### src/rtl/output_pipeline_ctrl_pkg.sv
// Shared definitions for the convolution engine's pipeline sequencers:
// state encoding and the legal pipeline depth range.
package output_pipeline_ctrl_pkg;

    localparam logic [1:0] ST_IDLE  = 2'd0;
    localparam logic [1:0] ST_RUN   = 2'd1;
    localparam logic [1:0] ST_FLUSH = 2'd2;
    localparam logic [1:0] ST_DONE  = 2'd3;

    localparam int STAGES_MIN = 1;
    localparam int STAGES_MAX = 32;

    typedef enum logic [1:0] {
        S_IDLE  = ST_IDLE,
        S_RUN   = ST_RUN,
        S_FLUSH = ST_FLUSH,
        S_DONE  = ST_DONE
    } state_t;

    function automatic logic state_is_busy(state_t s);
        return (s == S_RUN) || (s == S_FLUSH);
    endfunction

endpackage

### src/rtl/output_pipeline_ctrl_if.sv
// Frame control, upstream result handshake and pipeline-tail handshake
// of the output pipeline sequencer.
interface output_pipeline_ctrl_if #(
    parameter int CountWidth = 16
);
    logic                  start;
    logic [CountWidth-1:0] cfg_count;
    logic                  busy;
    logic                  done;
    logic                  in_valid;
    logic                  in_ready;
    logic                  pipe_en;
    logic                  out_valid;
    logic                  out_ready;
    logic                  out_last;

    modport slave (
        input  start, cfg_count, in_valid, out_ready,
        output busy, done, in_ready, pipe_en, out_valid, out_last
    );

    modport master (
        output start, cfg_count, in_valid, out_ready,
        input  busy, done, in_ready, pipe_en, out_valid, out_last
    );
endinterface

### src/rtl/output_pipeline_ctrl_valid_shadow_pipe.sv
// Valid shadow of the data pipeline: one bit per stage, shifted on the
// same enable as the data so it always mirrors the data pipeline.
module valid_shadow_pipe
    import output_pipeline_ctrl_pkg::*;
#(
    parameter int Stages = 5
) (
    input  logic              clk,
    input  logic              aclr_n,
    input  logic              en,
    input  logic              din,
    output logic [Stages-1:0] vld
);

    logic [Stages-1:0] vld_q;
    logic [Stages-1:0] vld_d;

    if (Stages < STAGES_MIN || Stages > STAGES_MAX) begin : g_bad_stages
        $error("valid_shadow_pipe: Stages out of legal range");
    end

    if (Stages == 1) begin : g_one
        always_comb vld_d = en ? din : vld_q;
    end else begin : g_multi
        always_comb vld_d = en ? {vld_q[Stages-2:0], din} : vld_q;
    end

    always_ff @(posedge clk or negedge aclr_n) begin
        if (!aclr_n) vld_q <= '0;
        else         vld_q <= vld_d;
    end

    assign vld = vld_q;

endmodule

### src/rtl/output_pipeline_ctrl.sv
// Output pipeline sequencer: runs one frame of cfg_count results through a
// Stages-deep enable-only data pipeline and reports frame completion.
module output_pipeline_ctrl
    import output_pipeline_ctrl_pkg::*;
#(
    parameter int Stages     = 5,
    parameter int CountWidth = 16
) (
    input  logic                  clk,
    input  logic                  aclr_n,
    output_pipeline_ctrl_if.slave bus
);

    state_t                state_q, state_d;
    logic [CountWidth-1:0] cfg_q, cfg_d;
    logic [CountWidth-1:0] acc_cnt_q, acc_cnt_d;
    logic [CountWidth-1:0] out_cnt_q, out_cnt_d;

    logic [Stages-1:0] vld;
    logic              out_valid;
    logic              out_last;
    logic              advance;
    logic              in_ready;
    logic              pipe_en;
    logic              in_hs;
    logic              out_hs;

    // A stalled tail freezes every stage; bubbles are never squeezed out.
    assign out_valid = vld[Stages-1];
    assign advance   = !out_valid || bus.out_ready;
    assign out_last  = out_valid && (out_cnt_q == cfg_q - CountWidth'(1));

    always_comb begin
        in_ready = 1'b0;
        pipe_en  = 1'b0;
        case (state_q)
            S_RUN: begin
                in_ready = advance && (acc_cnt_q < cfg_q);
                pipe_en  = advance;
            end
            S_FLUSH: pipe_en = advance && (|vld);
            default: ;
        endcase
    end

    assign in_hs  = bus.in_valid && in_ready;
    assign out_hs = out_valid && bus.out_ready;

    valid_shadow_pipe #(.Stages(Stages)) u_vld (
        .clk    (clk),
        .aclr_n (aclr_n),
        .en     (pipe_en),
        .din    (in_hs),
        .vld    (vld)
    );

    always_comb begin
        state_d   = state_q;
        cfg_d     = cfg_q;
        acc_cnt_d = acc_cnt_q + CountWidth'(in_hs);
        out_cnt_d = out_cnt_q + CountWidth'(out_hs);
        case (state_q)
            S_IDLE: begin
                if (bus.start) begin
                    cfg_d     = bus.cfg_count;
                    acc_cnt_d = '0;
                    out_cnt_d = '0;
                    state_d   = (bus.cfg_count != '0) ? S_RUN : S_DONE;
                end
            end
            // The last output can retire while still in RUN when Stages=1.
            S_RUN: begin
                if (out_hs && out_last)       state_d = S_DONE;
                else if (acc_cnt_q == cfg_q)  state_d = S_FLUSH;
            end
            S_FLUSH: begin
                if (out_hs && out_last) state_d = S_DONE;
            end
            default: state_d = S_IDLE;
        endcase
    end

    always_ff @(posedge clk or negedge aclr_n) begin
        if (!aclr_n) begin
            state_q   <= S_IDLE;
            cfg_q     <= '0;
            acc_cnt_q <= '0;
            out_cnt_q <= '0;
        end else begin
            state_q   <= state_d;
            cfg_q     <= cfg_d;
            acc_cnt_q <= acc_cnt_d;
            out_cnt_q <= out_cnt_d;
        end
    end

    assign bus.busy      = state_is_busy(state_q);
    assign bus.done      = (state_q == S_DONE);
    assign bus.in_ready  = in_ready;
    assign bus.pipe_en   = pipe_en;
    assign bus.out_valid = out_valid;
    assign bus.out_last  = out_last;

endmodule

### src/flat_wrapper.sv
// flat-port wrapper written by rule: the top's interface ports become plain ports
module output_pipeline_ctrl_flat import output_pipeline_ctrl_pkg::*;
#(
    parameter int Stages     = 5,
    parameter int CountWidth = 16
)
  (clk, aclr_n, bus_start, bus_cfg_count, bus_in_valid, bus_out_ready, bus_busy, bus_done, bus_in_ready, bus_pipe_en, bus_out_valid, bus_out_last);
  output_pipeline_ctrl_if #(.CountWidth(CountWidth)) bus_i ();
  input  logic clk;
  input  logic aclr_n;
  input wire logic [$bits(bus_i.start)-1:0] bus_start;
  input wire logic [$bits(bus_i.cfg_count)-1:0] bus_cfg_count;
  input wire logic [$bits(bus_i.in_valid)-1:0] bus_in_valid;
  input wire logic [$bits(bus_i.out_ready)-1:0] bus_out_ready;
  output wire logic [$bits(bus_i.busy)-1:0] bus_busy;
  output wire logic [$bits(bus_i.done)-1:0] bus_done;
  output wire logic [$bits(bus_i.in_ready)-1:0] bus_in_ready;
  output wire logic [$bits(bus_i.pipe_en)-1:0] bus_pipe_en;
  output wire logic [$bits(bus_i.out_valid)-1:0] bus_out_valid;
  output wire logic [$bits(bus_i.out_last)-1:0] bus_out_last;
  assign bus_i.start = bus_start;
  assign bus_i.cfg_count = bus_cfg_count;
  assign bus_i.in_valid = bus_in_valid;
  assign bus_i.out_ready = bus_out_ready;
  assign bus_busy = bus_i.busy;
  assign bus_done = bus_i.done;
  assign bus_in_ready = bus_i.in_ready;
  assign bus_pipe_en = bus_i.pipe_en;
  assign bus_out_valid = bus_i.out_valid;
  assign bus_out_last = bus_i.out_last;
  output_pipeline_ctrl #(.Stages(Stages), .CountWidth(CountWidth)) u_core (.clk(clk), .aclr_n(aclr_n), .bus(bus_i));
endmodule
### config.mk
export PLATFORM = sky130hd
export DESIGN_NAME = output_pipeline_ctrl_flat
export DESIGN_NICKNAME = d
export VERILOG_FILES = /design/src/rtl/output_pipeline_ctrl_pkg.sv /design/src/rtl/output_pipeline_ctrl_if.sv /design/src/rtl/output_pipeline_ctrl_valid_shadow_pipe.sv /design/src/rtl/output_pipeline_ctrl.sv /design/src/flat_wrapper.sv
export SDC_FILE = /design/constraint.sdc
export NUM_CORES = 1
export LEC_CHECK = 0
export ABC_AREA = 1
export CAP_MARGIN = 10
export CORE_MARGIN = 5
export CORE_UTILIZATION = 59
export DETAILED_ROUTE_END_ITERATION = 10
export HOLD_SLACK_MARGIN = 0.03
export PLACE_DENSITY = 0.83
export REMOVE_ABC_BUFFERS = 1
export SYNTH_ARGS = -nofsm -noshare
export SYNTH_HDL_FRONTEND = slang
export SYNTH_HIERARCHICAL = 1
export SYNTH_SLANG_ARGS = --single-unit
### constraint.sdc
create_clock -name clk -period 3.28 [get_ports clk]
set_input_delay 0.984 -clock clk [delete_from_list [all_inputs] [get_ports clk]]
set_output_delay 0.984 -clock clk [all_outputs]
set_load 0.02 [all_outputs]
==> flow_summary.ini, run 1 <==
[run_status]
status = finished clean

[floorplanning]
fp-row-count = 29
die_y_um = 89.7
dieArea_um2 = 8050
initial_utilization_pct = 59.7
core-area_um2 = 6280
die_x_um = 89.7
io_pins = 27

[cts]
cts_tree = yes
clkSinkCount = 55
hold_buffers = 0
cts-root-buf = clkbuf_8
htree_levels = 2
clk_pin_slew_worst_paths_ns = 0.10
clk_latency_ns = 0.31
clk_path_buf_depth = 2
numCtsBuffers = 5

[power]
seqPwrFrac_pct = 29.9
p_int_w = 0.00180
p_sw_share_pct = 45.1
ir_drop_uv = 522
p_leak_nw = 2.33
power_switching_w = 0.00148
power_density_nw_per_um2 = 708
power_frac_comb_pct = 55.7
clkPwrFrac_pct = 14.5

[worst_setup_path]
endpoint_kind = flop
cp.buffers_inverters = 10
cp.required_ns = 3.49
cp_slowest_stage_delay_ns = 0.36
critical-path-top-delay-family = buffers and inverters
critical_path.max_fanout = 3
path_class = reg -> reg
crit_path_start_kind = flop
worst_path_max_delay_cell = dfrtp_1
crit_top_cell = buf_4
cp.arrival_ns = 3.46
crit_chain = inv_1, ha_1, nand2_1, inv_1, o21a_1, o21ai_2, o211ai_1, a21oi_2, and2_4, ha_4, ha_4, nand2_4, nor2_4, inv_2, nor3_2, inv_1, nor2_2, buf_4, buf_4, buf_4, buf_4, buf_4, buf_4, nor2_1

[final_layout]
final_layout_size_suffix_gt1_share_pct = 17.6
fin_nets = 646
area_delta_synth_final_pct = 23.4
antenna_cells = 0
fillers = 470
final_area_um2 = 4630
fin_cells = 678

[sta]
relSlewSlack_pct = 51.4
post-route-period-util_pct = 99.2
fmax_mhz = 307
finalHoldViolCount = 0
fin_crit_ns = 3.25
final_max_slew_viol_count = 0
worst_slew_pin_slew_ns = 0.725
fin_skew_ns = 0.0118
rsz0062_at_grt = yes
setup_viol = 0

[route]
totalWireLength_mm = 10.0
drtPass1Iterations = 5
viasPerCell = 5.50
routedWlPerCell_um = 14.8
drc_errors = 0
postRouteAntennaNets = 0
initialDrtViolationCount = 266
via_count = 3730

[placed_design]
dp.cells = 654
placed_cell_area_um2 = 4260
hpwlAfterDp_mm = 7.07
numPortBuffers = 26
place_congestion = 0.872

[synth]
synthFlopType = dfrtp_1
ys_warn_count = 6
ys_async_sr_fraction_pct = 100
synth_cell_types = 33
synth_edf_count = 0
yosysSeqAreaShare_pct = 36.7
ys_ff_latch = 55
yosysTopAreaCellShare_pct = 36.7
syn_area_um2 = 3750
synthTopCellsByCount = 136 x nand2_1, 86 x inv_1, 58 x nor2_1, 55 x dfrtp_1, 40 x o21ai_0
synth_cells = 532
avgSynthCellArea_um2 = 7.04
synthMostInstantiatedCell = nand2_1
ys_top_cells_by_area = dfrtp_1 37%, nand2_1 14%, inv_1 8.6%
yosys.area.top_type = dfrtp_1

[global_routing]
grt.overflow.total = 0
grt_pass1_vias = 3612
grt_max_degree = 37
grt_pass1_wl_mm = 16.2
antenna_found_initial = 0
grt_use_total_pct = 25.9

[min_path]
hp-class = reg -> reg

[run]
maxCapViolCount = 0
==> area by class of cell <==
class | instances | area [µm²] | area share, %
inverter | 91 | 342 | 7.38
sequential | 55 | 1380 | 29.9
tap | 77 | 96.3 | 2.08
multi-input combinational | 381 | 2140 | 46.3
clock inverter | 2 | 35.0 | 0.757
timing repair buffer | 66 | 549 | 11.9
clock buffer | 6 | 82.6 | 1.79
==> worst reg2reg max path: cells and delay by family (launching register included) <==
family,cells,cell delay (ns)
adder cells (fa/ha/maj),3,0.57
flip-flops,1,0.36
buffers and inverters,10,0.85
AO/OA/AOI/OAI,4,0.66
AND/OR/NAND/NOR,7,0.71
==> routing by layer <==
layer,global-route usage (%),routed length (µm),vias to the layer above
met5,0,0,-
met4,8.53,232,0
met3,3.28,503,24
met2,44.7,5130,125
met1,33.7,4180,1766
li1,-,-,1815
==> logic make-up (layout without fill, tap and decap cells) <==
family | after synthesis | in the layout | synth area share [%]
and+or+nand+nor | 271 | 271 | 32.3
adders and majority gates | 25 | 25 | 8.35
AOI/OAI and AO/OA | 76 | 76 | 10.9
xor gates and xnor gates | 9 | 9 | 2.10
DFF | 55 | 55 | 36.7
buffers and inverters | 96 | 165 | 9.62
==> layout by cell type (no fill, tap or decap), types with 2 or more instances in the layout <==
| cell type | count |
|---|---|
| dfrtp_2 | 4 |
| nand3_1 | 26 |
| nor3_1 | 8 |
| clkbuf_8 | 6 |
| o211ai_1 | 2 |
| o21ai_0 | 36 |
| nor4_1 | 4 |
| xor2_1 | 3 |
| inv_2 | 7 |
| nor2_2 | 10 |
| nor2_4 | 7 |
| nand2_1 | 134 |
| nand2_2 | 7 |
| o21ai_1 | 4 |
| buf_4 | 40 |
| xnor2_1 | 6 |
| dfrtp_1 | 51 |
| a21oi_1 | 23 |
| ha_4 | 4 |
| clkdlybuf4s50_1 | 21 |
| nor3_2 | 5 |
| inv_1 | 82 |
| o21ai_2 | 2 |
| clkinv_1 | 2 |
| nand3b_1 | 4 |
| nor2_1 | 53 |
| a21oi_2 | 2 |
| ha_1 | 21 |
| o21a_1 | 3 |
| dlygate4sd2_1 | 2 |
| nand4_1 | 6 |
==> flip-flops by register name (all words and copies together), names as in the netlist <==
| register | flops |
|---|---|
| u_core/acc_cnt_q | 16 |
| u_core/cfg_q | 16 |
| u_core/out_cnt_q | 16 |
| u_core/u_vld/vld | 5 |
| u_core/state_q | 2 |
==> power groups by stage <==
stage / sequential [W] / combinational [W] / clock, W
6_report: 0.000978 / 0.00182 / 0.000474
3_3_place_gp: 0.000972 / 0.00154 / 0
3_5_place_dp: 0.000980 / 0.00161 / 0
5_1_grt: 0.00100 / 0.00205 / 0.000513
4_1_cts: 0.000961 / 0.00167 / 0.000480
2_1_floorplan: 0.000962 / 0.00110 / 0
==> metrics by stage <==
stage,setup WS [ns],power [W],hold slack (ns),setup TNS (ns),util [%]
after floorplan,-0.0730,0.00206,0.442,-0.0965,-
after detailed placement,-0.576,0.00259,0.474,-3.59,67.9
final,0.0271,0.00328,0.492,0,73.7
after global placement,-0.439,0.00251,0.461,-2.27,67.9
after global routing,-0.0803,0.00356,0.516,-0.337,73.7
after CTS,0.00604,0.00311,0.489,0,71.6
==> worst paths after layout <==
kind                       slack (ns)                   end  cells after the start            startpoint
max reg2reg                      0.03   u_core/acc_cnt_q[6]                     24      u_core/cfg_q[13]
min reg2reg                      0.49  u_core/acc_cnt_q[15]                      1  u_core/acc_cnt_q[15]
max                              0.03   u_core/acc_cnt_q[6]                     24      u_core/cfg_q[13]
max in group asynchronous        2.05       u_core/cfg_q[9]                      2                aclr_n
min in group asynchronous        0.56   u_core/acc_cnt_q[9]                      1                aclr_n
min                              0.49  u_core/acc_cnt_q[15]                      1  u_core/acc_cnt_q[15]
==> what timing repair did <==
item,CTS,global route
buffers inserted,10,6
gates resized for setup,19,32
pin swaps,10,17
endpoints found under the setup margin,7,8
(Power assumes the default switching activity.)
==> inputs of run 2 (changes only) <==
--- a/config.mk
+++ b/config.mk
@@ -14,3 +14,5 @@
 export PLACE_DENSITY = 0.83
+export RECOVER_POWER = 50
 export REMOVE_ABC_BUFFERS = 1
+export SETUP_SLACK_MARGIN = 0.02
 export SYNTH_ARGS = -nofsm -noshare
==> constraint.sdc (replaced) <==
create_clock -name clk -period 3.28 [get_ports clk]
set_input_delay 0.656 -clock clk [delete_from_list [all_inputs] [get_ports clk]]
set_output_delay 0.656 -clock clk [all_outputs]
set_load 0.02 [all_outputs]
==> run 2 against run 1 <==
  * The run now ends with negative setup slack left
  * Power is 0.24% higher
  * Sequential share of layout area is 0.40 points higher
  * Worst setup slack worse by 0.032 ns
  * Global-route usage is 0.86 points lower
  * Fmax is 0.98% lower
  * Register-to-register slack worse by 0.03 ns
  * Critical path type unchanged
  * Largest cell class unchanged
  * Highest routed layer unchanged
==> flow_summary.ini, run 2 (same netlist as run 1, synthesis figures left out) <==
[route]
routedWlPerCell_um = 14.6
viasPerCell = 5.51
via_count = 3684
postRouteAntennaNets = 0
drtPass1Iterations = 8
totalWireLength_mm = 9.76
drc_errors = 0
initialDrtViolationCount = 199

[sta]
setup_viol = 1
holdWs_ns = 0.452
rsz0062_at_grt = yes
relSlewSlack_pct = 32.5
finalSetupTns_ns = -0.00527
post-route-period-util_pct = 100
fin_skew_ns = 0.00595
fmax_mhz = 304
fin_ws_ns = -0.00527
worst_slew_pin_slew_ns = 1.01
finalHoldViolCount = 0
fin_crit_ns = 3.29
final_max_slew_viol_count = 0

[floorplanning]
fp-row-count = 29
initial_utilization_pct = 59.7
io_pins = 27
die_x_um = 89.7
dieArea_um2 = 8050
core-area_um2 = 6280
die_y_um = 89.7

[global_routing]
grt.overflow.total = 0
grt_pass1_wl_mm = 15.7
antenna_found_initial = 0
grt_pass1_vias = 3526
grt_max_degree = 40
grt_use_total_pct = 25.1

[worst_setup_path]
r2r_slack_ns = -0.005
cp.arrival_ns = 3.50
crit_path_start_kind = flop
r2r_cells = 21
endpoint_kind = flop
cp.required_ns = 3.49
path_class = reg -> reg
r2r_end = u_core/acc_cnt_q[12]
crit_end = u_core/acc_cnt_q[12]
r2r_start = u_core/cfg_q[3]
critical_path.max_fanout = 2
crit_path_start = u_core/cfg_q[3]

[run_status]
status = finished with violations
failed_checks = negative setup slack

[cts]
cts-root-buf = clkbuf_8
htree_levels = 2
clk_pin_slew_worst_paths_ns = 0.10
clk_path_buf_depth = 2
numCtsBuffers = 5
clkSinkCount = 55
clk_latency_ns = 0.31
cts_tree = yes

[placed_design]
numPortBuffers = 26
dp.cells = 649
place_congestion = 0.942
hpwlAfterDp_mm = 7.01

[run]
maxCapViolCount = 0

[final_layout]
fin_cells = 668
top_regs = u_core/acc_cnt_q x16, u_core/cfg_q x16, u_core/out_cnt_q x16
final_util_pct = 72.6
area_delta_synth_final_pct = 21.6
layout_commonest_cell = nand2_1
fin_nets = 636
final_layout_size_suffix_gt1_share_pct = 15.2
mostFrequentLayoutCells = 134 x nand2_1, 81 x inv_1, 57 x nor2_1
antenna_cells = 0

[power]
p_leak_nw = 2.25
power_density_nw_per_um2 = 721
ir_drop_uv = 443

[min_path]
hp-class = in -> async
## run 2: cell count changes in the layout (fill, tap and decap cells not counted), sizes merged
cell,change
clkinv,-1
clkdlybuf4s50,+2
bufinv,+1
dlygate4sd2,-2
dlygate4sd3,+1
buf,-13
clkbuf,+2
## run 2: worst min path at each step
stage	start	to	slack, ns
detailed placement	u_core/acc_cnt_q[15]	u_core/acc_cnt_q[15]	0.47
finish	aclr_n	u_core/u_vld/vld[2]	0.45
global placement	u_core/acc_cnt_q[15]	u_core/acc_cnt_q[15]	0.45
global route	aclr_n	u_core/u_vld/vld[2]	0.51
CTS	aclr_n	u_core/u_vld/vld[2]	0.25
floorplan	aclr_n	u_core/acc_cnt_q[0]	0.36
## run 2: per-layer routing
metal,part of all wire [%],vias to the layer above,track usage (%),wire [µm]
li1,-,1807,-,-
met2,51,132,45.1,4980
met4,2.8,0,8.80,276
met3,4.9,35,3.74,482
met1,41,1710,30.3,4010
met5,0,-,0,0
## run 2: final cells by class
type	instances	area, µm²
clock buffers	6	72.6
clock inverters	2	60.1
fillers	510	1720
inverters	91	342
multi-input cells	381	2130
flip-flops and latches	55	1380
well taps	77	96.3
repair buffers	56	472
## run 2: critical path: stages (launching register included)
cell	delay [ns]
dfrtp_1	0.42
inv_1	0.13
ha_4	0.23
a21oi_2	0.16
o21a_1	0.14
o211ai_1	0.12
a21oi_2	0.18
and2_4	0.17
ha_4	0.14
ha_4	0.13
nand2_2	0.05
nor2_1	0.12
inv_1	0.07
nor3_2	0.22
inv_1	0.09
nor2_2	0.16
inv_2	0.07
nor3_4	0.19
nand3_2	0.10
o21ai_1	0.15
a21o_1	0.10
inv_1	0.03
## run 2: repair_timing
action                     4_1_cts  5_1_grt
pin swaps                        0       14
gates cloned                     0        0
setup endpoints to repair        3        7
hold buffers                     0        0
setup buffers                    0       11
gates resized for setup          3       31
## run 2: report_power, final
group | internal (W) | switching (W)
Combinational | 0.000714 | 0.00109
Clock | 0.000305 | 0.000224
Sequential | 0.000829 | 0.000125
Total | 0.00185 | 0.00143
## run 2: metrics by stage
stage | worst slack, ns | power, W | instance area (µm²)
after global routing | -0.174 | 0.00358 | 4560
after global placement | -0.108 | 0.00251 | 4220
after floorplan | -0.0175 | 0.00206 | 3730
final | -0.00527 | 0.00328 | 4560
after detailed placement | -0.314 | 0.00259 | 4220
after CTS | 0.0272 | 0.00314 | 4360
